$ cat src/rtl/alu_seq_pkg.sv
// Shared types and defaults for the button-driven ALU sequencer.
// State encoding is fixed at 3 bits so it can be shown directly on the state port.
package alu_seq_pkg;

  typedef enum logic [2:0] {
    ST_ENTER_A  = 3'd0,
    ST_ENTER_B  = 3'd1,
    ST_ENTER_OP = 3'd2,
    ST_EXEC     = 3'd3,
    ST_SHOW     = 3'd4
  } state_t;

  localparam int DEF_WIDTH   = 8;
  localparam int DEF_OPW     = 3;
  localparam int DEF_TIMEOUT = 200;

  localparam logic ERR_NONE    = 1'b0;
  localparam logic ERR_TIMEOUT = 1'b1;

  function automatic logic is_entry(input state_t s);
    return (s == ST_ENTER_A) || (s == ST_ENTER_B) || (s == ST_ENTER_OP);
  endfunction

endpackage

$ cat src/rtl/pb_edge.sv
// Rising-edge pulse from a raw button level; pulse is combinational from the level, one cycle wide.
// Disarmed for the first cycle after reset so a button held through reset needs a fresh 0->1 to fire.
module pb_edge (
  input  logic clk_i,
  input  logic reset_i,
  input  logic level_i,
  output logic pulse_o
);

  logic prev_q;
  logic armed_q;

  always_ff @(posedge clk_i) begin
    if (reset_i) begin
      prev_q  <= 1'b0;
      armed_q <= 1'b0;
    end else begin
      prev_q  <= level_i;
      armed_q <= 1'b1;
    end
  end

  assign pulse_o = armed_q & ~prev_q & level_i;

endmodule

$ cat src/rtl/alu_sequencer.sv
// Collects operand A, operand B and opcode bit-serially from buttons, fires the ALU and shows the result.
// alu_start is a registered one-cycle pulse; EXEC waits up to TIMEOUT cycles for alu_done.
module alu_sequencer
  import alu_seq_pkg::*;
#(
  parameter int WIDTH   = DEF_WIDTH,
  parameter int OPW     = DEF_OPW,
  parameter int TIMEOUT = DEF_TIMEOUT
) (
  input  logic             hz100,
  input  logic             reset,
  input  logic             pb_zero,
  input  logic             pb_one,
  input  logic             pb_next,
  input  logic             pb_clear,
  input  logic [WIDTH-1:0] alu_result,
  input  logic             alu_done,
  output logic [WIDTH-1:0] opa,
  output logic [WIDTH-1:0] opb,
  output logic [OPW-1:0]   op,
  output logic             alu_start,
  output logic [WIDTH-1:0] disp,
  output logic [2:0]       state,
  output logic             err
);

  localparam int              CNT_W    = $clog2(TIMEOUT);
  localparam logic [CNT_W-1:0] CNT_LAST = CNT_W'(TIMEOUT - 1);

  logic zero_p, one_p, next_p, clr_p;

  pb_edge u_pb_zero  (.clk_i(hz100), .reset_i(reset), .level_i(pb_zero),  .pulse_o(zero_p));
  pb_edge u_pb_one   (.clk_i(hz100), .reset_i(reset), .level_i(pb_one),   .pulse_o(one_p));
  pb_edge u_pb_next  (.clk_i(hz100), .reset_i(reset), .level_i(pb_next),  .pulse_o(next_p));
  pb_edge u_pb_clear (.clk_i(hz100), .reset_i(reset), .level_i(pb_clear), .pulse_o(clr_p));

  state_t           state_q;
  logic [WIDTH-1:0] acc_q, acc_d;
  logic [WIDTH-1:0] opa_q, opb_q, res_q;
  logic [OPW-1:0]   op_q;
  logic             err_q;
  logic             start_q;
  logic [CNT_W-1:0] cnt_q;

  // Coincident zero/one pulses cancel and leave acc untouched.
  always_comb begin
    acc_d = acc_q;
    if (zero_p ^ one_p) begin
      acc_d = {acc_q[WIDTH-2:0], one_p};
    end
  end

  always_ff @(posedge hz100) begin
    if (reset) begin
      state_q <= ST_ENTER_A;
      acc_q   <= '0;
      opa_q   <= '0;
      opb_q   <= '0;
      op_q    <= '0;
      res_q   <= '0;
      err_q   <= ERR_NONE;
      start_q <= 1'b0;
      cnt_q   <= '0;
    end else begin
      start_q <= 1'b0;
      if (clr_p) begin
        state_q <= ST_ENTER_A;
        acc_q   <= '0;
        opa_q   <= '0;
        opb_q   <= '0;
        op_q    <= '0;
        res_q   <= '0;
        err_q   <= ERR_NONE;
        cnt_q   <= '0;
      end else begin
        case (state_q)
          ST_ENTER_A: begin
            if (next_p) begin
              opa_q   <= acc_q;
              acc_q   <= '0;
              state_q <= ST_ENTER_B;
            end else begin
              acc_q <= acc_d;
            end
          end
          ST_ENTER_B: begin
            if (next_p) begin
              opb_q   <= acc_q;
              acc_q   <= '0;
              state_q <= ST_ENTER_OP;
            end else begin
              acc_q <= acc_d;
            end
          end
          ST_ENTER_OP: begin
            if (next_p) begin
              op_q    <= acc_q[OPW-1:0];
              acc_q   <= '0;
              start_q <= 1'b1;
              cnt_q   <= '0;
              state_q <= ST_EXEC;
            end else begin
              acc_q <= acc_d;
            end
          end
          ST_EXEC: begin
            // alu_done is checked first so it wins over the final timeout cycle.
            if (alu_done) begin
              res_q   <= alu_result;
              err_q   <= ERR_NONE;
              state_q <= ST_SHOW;
            end else if (cnt_q == CNT_LAST) begin
              res_q   <= '0;
              err_q   <= ERR_TIMEOUT;
              state_q <= ST_SHOW;
            end else begin
              cnt_q <= cnt_q + CNT_W'(1);
            end
          end
          ST_SHOW: begin
            if (next_p) begin
              acc_q   <= '0;
              state_q <= ST_ENTER_A;
            end
          end
          default: state_q <= ST_ENTER_A;
        endcase
      end
    end
  end

  always_comb begin
    disp = '0;
    if (is_entry(state_q)) begin
      disp = acc_q;
    end else if (state_q == ST_SHOW) begin
      disp = res_q;
    end
  end

  assign opa       = opa_q;
  assign opb       = opb_q;
  assign op        = op_q;
  assign alu_start = start_q;
  assign err       = err_q;
  assign state     = state_q;

endmodule
$ cat config.mk
export PLATFORM = sky130hd
export DESIGN_NAME = alu_sequencer
export DESIGN_NICKNAME = d
export VERILOG_FILES = /design/src/rtl/alu_seq_pkg.sv /design/src/rtl/pb_edge.sv /design/src/rtl/alu_sequencer.sv
export SDC_FILE = /design/constraint.sdc
export NUM_CORES = 1
export LEC_CHECK = 0
export CORE_MARGIN = 5
export CORE_UTILIZATION = 30
export CTS_CLUSTER_SIZE = 24
export DETAILED_ROUTE_END_ITERATION = 6
export DONT_BUFFER_PORTS = 1
export SLEW_MARGIN = 20
export SYNTH_ARGS = -nofsm -noshare
export SYNTH_HDL_FRONTEND = slang
export SYNTH_HIERARCHICAL = 1
export SYNTH_SLANG_ARGS = --single-unit
$ cat constraint.sdc
create_clock -name hz100 -period 3.22 [get_ports hz100]
set_input_delay 0.644 -clock hz100 [delete_from_list [all_inputs] [get_ports hz100]]
set_output_delay 0.644 -clock hz100 [all_outputs]
set_load 0.1 [all_outputs]
==> metrics.csv <==
metric,value,unit
status,"complete, no violations",
synthFlopType,dfxtp_1,
nNetsFinal,282,
setup_viol,0,
grt_first_pass_wirelength,8690,um
dp_cells,358,
syn_area,2220,sq um
peakVddDrop,0.182,mV
timing.final.max_slew_violations,0,
mostFrequentLayoutCell,nand2_1,
drive_gt1_share,11.2,%
start_util,30.7,%
syn_avg_cell_area,8.66,sq um
setup_tns,0,ns
antenna_found_initial,0,
wire_per_inst,14.6,um
crit_path_max_incr_delay,0.77,ns
core.rowCount,31,
yosys_warnings,6,
first_global_vias,1699,
fin_crit_sh,83.9,%
cts_resized,0,
utilization,35.8,%
crit_type,register to primary output,
fp.dieH,96.1,um
cp_max_fo,12,
diodes,0,
tightest_slew,0.990,ns
clock_latency,0.31,ns
hold_class,input pin to register,
power.leakage,0.912,nW
design.die.area,9240,sq um
final_cell_mix,"nand2_1, dfxtp_1, a21oi_1, nand3_1, a22o_1",
dp_hpwl,3960,um
synth_fp_nets,273,
max-slew-margin-rel,33.9,%
areaGrowthSynthToFinish,16.9,%
crit_required,2.58,ns
finalNonFillerCells,366,
postSynth.asyncResetShare,0,%
cts_sinks,56,
routabilityCongestion,0.766,
drt_wl_total,5330,um
setup.worst_path.start_class,register,
port_buffers,0,
multi_input_area,1040,sq um
numCtsBuffers,5,
synth_cell_types,39,
cts-root-buf,clkbuf_8,
cts_hold_buf,0,
seqCellArea,1120,sq um
synth_edf_count,0,
fp.dieW,96.1,um
clockBufferDepth,2,
fillCellCount,744,
synth_seq_area_share,50.4,%
io_pins,47,
timing.hold.ws,0.385,ns
grtUsageTotal,12.2,%
powerDensity,449,nW/um^2
finClkSkew,0.0128,ns
drtAntennaViolNets,0,
drv_cap,0,
core-area,7250,sq um
postCtsSetupBuffers,0,
drtIter0Drc,179,
drc,0,
rsz0062_at_grt,no,
arrival,2.06,ns
vias,1769,
crit_buf_inv,1,
path_delay_family,simple AND/OR/NAND/NOR gates,
critPathSlowestCell,nor3b_1,
first_pass_iters,4,
cts_tree,done,
max_freq,370,MHz
hold_viol,0,
ys_ff_latch,56,
grt_start_max_net_pins,29,
endpoint_kind,primary output,
path_clk_slew,0.10,ns
overflow,0,
crit_chain,"nor3b_1, a22o_1, buf_12",
syn_inst,257,
final.min_clock_period,2.70,ns
htree_levels,2,
vias_per_cell,4.83,
postPlaceCellArea,2510,sq um
post-route-cell-area,2600,sq um
==> sequential cells by signal, summed over array words and instances (netlist names) <==
name and cells:
opb 8, u_pb_one/prev_q 1, err 1, u_pb_clear/prev_q 1, u_pb_next/armed_q 1, u_pb_next/prev_q 1, opa 8, u_pb_clear/armed_q 1
u_pb_zero/armed_q 1, state 3, u_pb_zero/prev_q 1, u_pb_one/armed_q 1, acc_q 8, res_q 8, op 3, alu_start 1
cnt_q 8
==> logic make-up after synthesis <==
family                   after synthesis  synth area share [%]
flip-flops                            56                  50.4
buffers and inverters                 17                  3.15
AND/OR/NAND/NOR                      112                  24.7
adder cells (fa/ha/maj)                1                 0.562
AO/OA/AOI/OAI                         66                  19.1
XOR/XNOR                               3                  1.18
multiplexers                           2                 0.900
==> metal layers <==
| layer | routed length, um | up-vias | part of all wire [%] | track usage (%) |
|---|---|---|---|---|
| met3 | 494 | 5 | 9.3 | 4.30 |
| met4 | 61 | 0 | 1.1 | 4.27 |
| met1 | 2350 | 792 | 44 | 15.5 |
| met2 | 2420 | 60 | 45 | 19.2 |
| li1 | - | 912 | - | - |
| met5 | 0 | - | 0 | 0 |
==> cells in the mapped netlist, types with 2 or more instances <==
master    instances  area share [%]
o21ai_0          15             3.4
dfxtp_1          56              50
a21oi_1          26             5.8
xor2_1            2            0.79
or3_1             2            0.56
nand4_1           2            0.56
a22oi_1           4             1.3
mux2i_1           2            0.90
nor2_1           11             1.9
or4_1             2            0.67
o31ai_1           2            0.67
buf_2             2            0.45
inv_1             6             1.0
a22o_1           13             5.1
clkbuf_1          7             1.2
and3b_1           4             1.6
nand2_1          58             9.8
and3_1            3            0.84
nor2b_1           6             1.7
nor3b_1           2            0.67
nand3_1          14             3.1
==> layout make-up <==
type	count	share of cell area [%]
Timing Repair Buffer	13	7.60
Tap cell	99	4.76
Clock inverter	3	0.818
Inverter	6	0.866
Multi-Input combinational cell	184	40.2
Sequential cell	56	43.1
Clock buffer	5	2.65
==> path summary, 6_finish.rpt <==
path                       end  cells past startpoint  startpoint  slack, ns
min          u_pb_zero/armed_q                      1       reset       0.38
max reg2reg           res_q[1]                      5    state[2]       1.29
min reg2reg           cnt_q[1]                      2    cnt_q[1]       0.48
max                    disp[2]                      3    state[1]       0.52
==> power breakdown <==
group | switching (mW) | internal [mW] | leakage, nW
Combinational | 0.0535 | 0.0193 | 0.413
Sequential | 0.00412 | 0.699 | 0.454
Clock | 0.235 | 0.155 | 0.0445
==> through the flow <==
stage	worst slack [ns]	total power [mW]
6_report	0.517	1.17
3_5_place_dp	0.872	0.792
5_1_grt	0.355	1.23
3_3_place_gp	0.876	0.791
2_1_floorplan	0.0420	0.774
4_1_cts	0.504	1.19
Note: power is estimated with default switching activity, not from simulation.
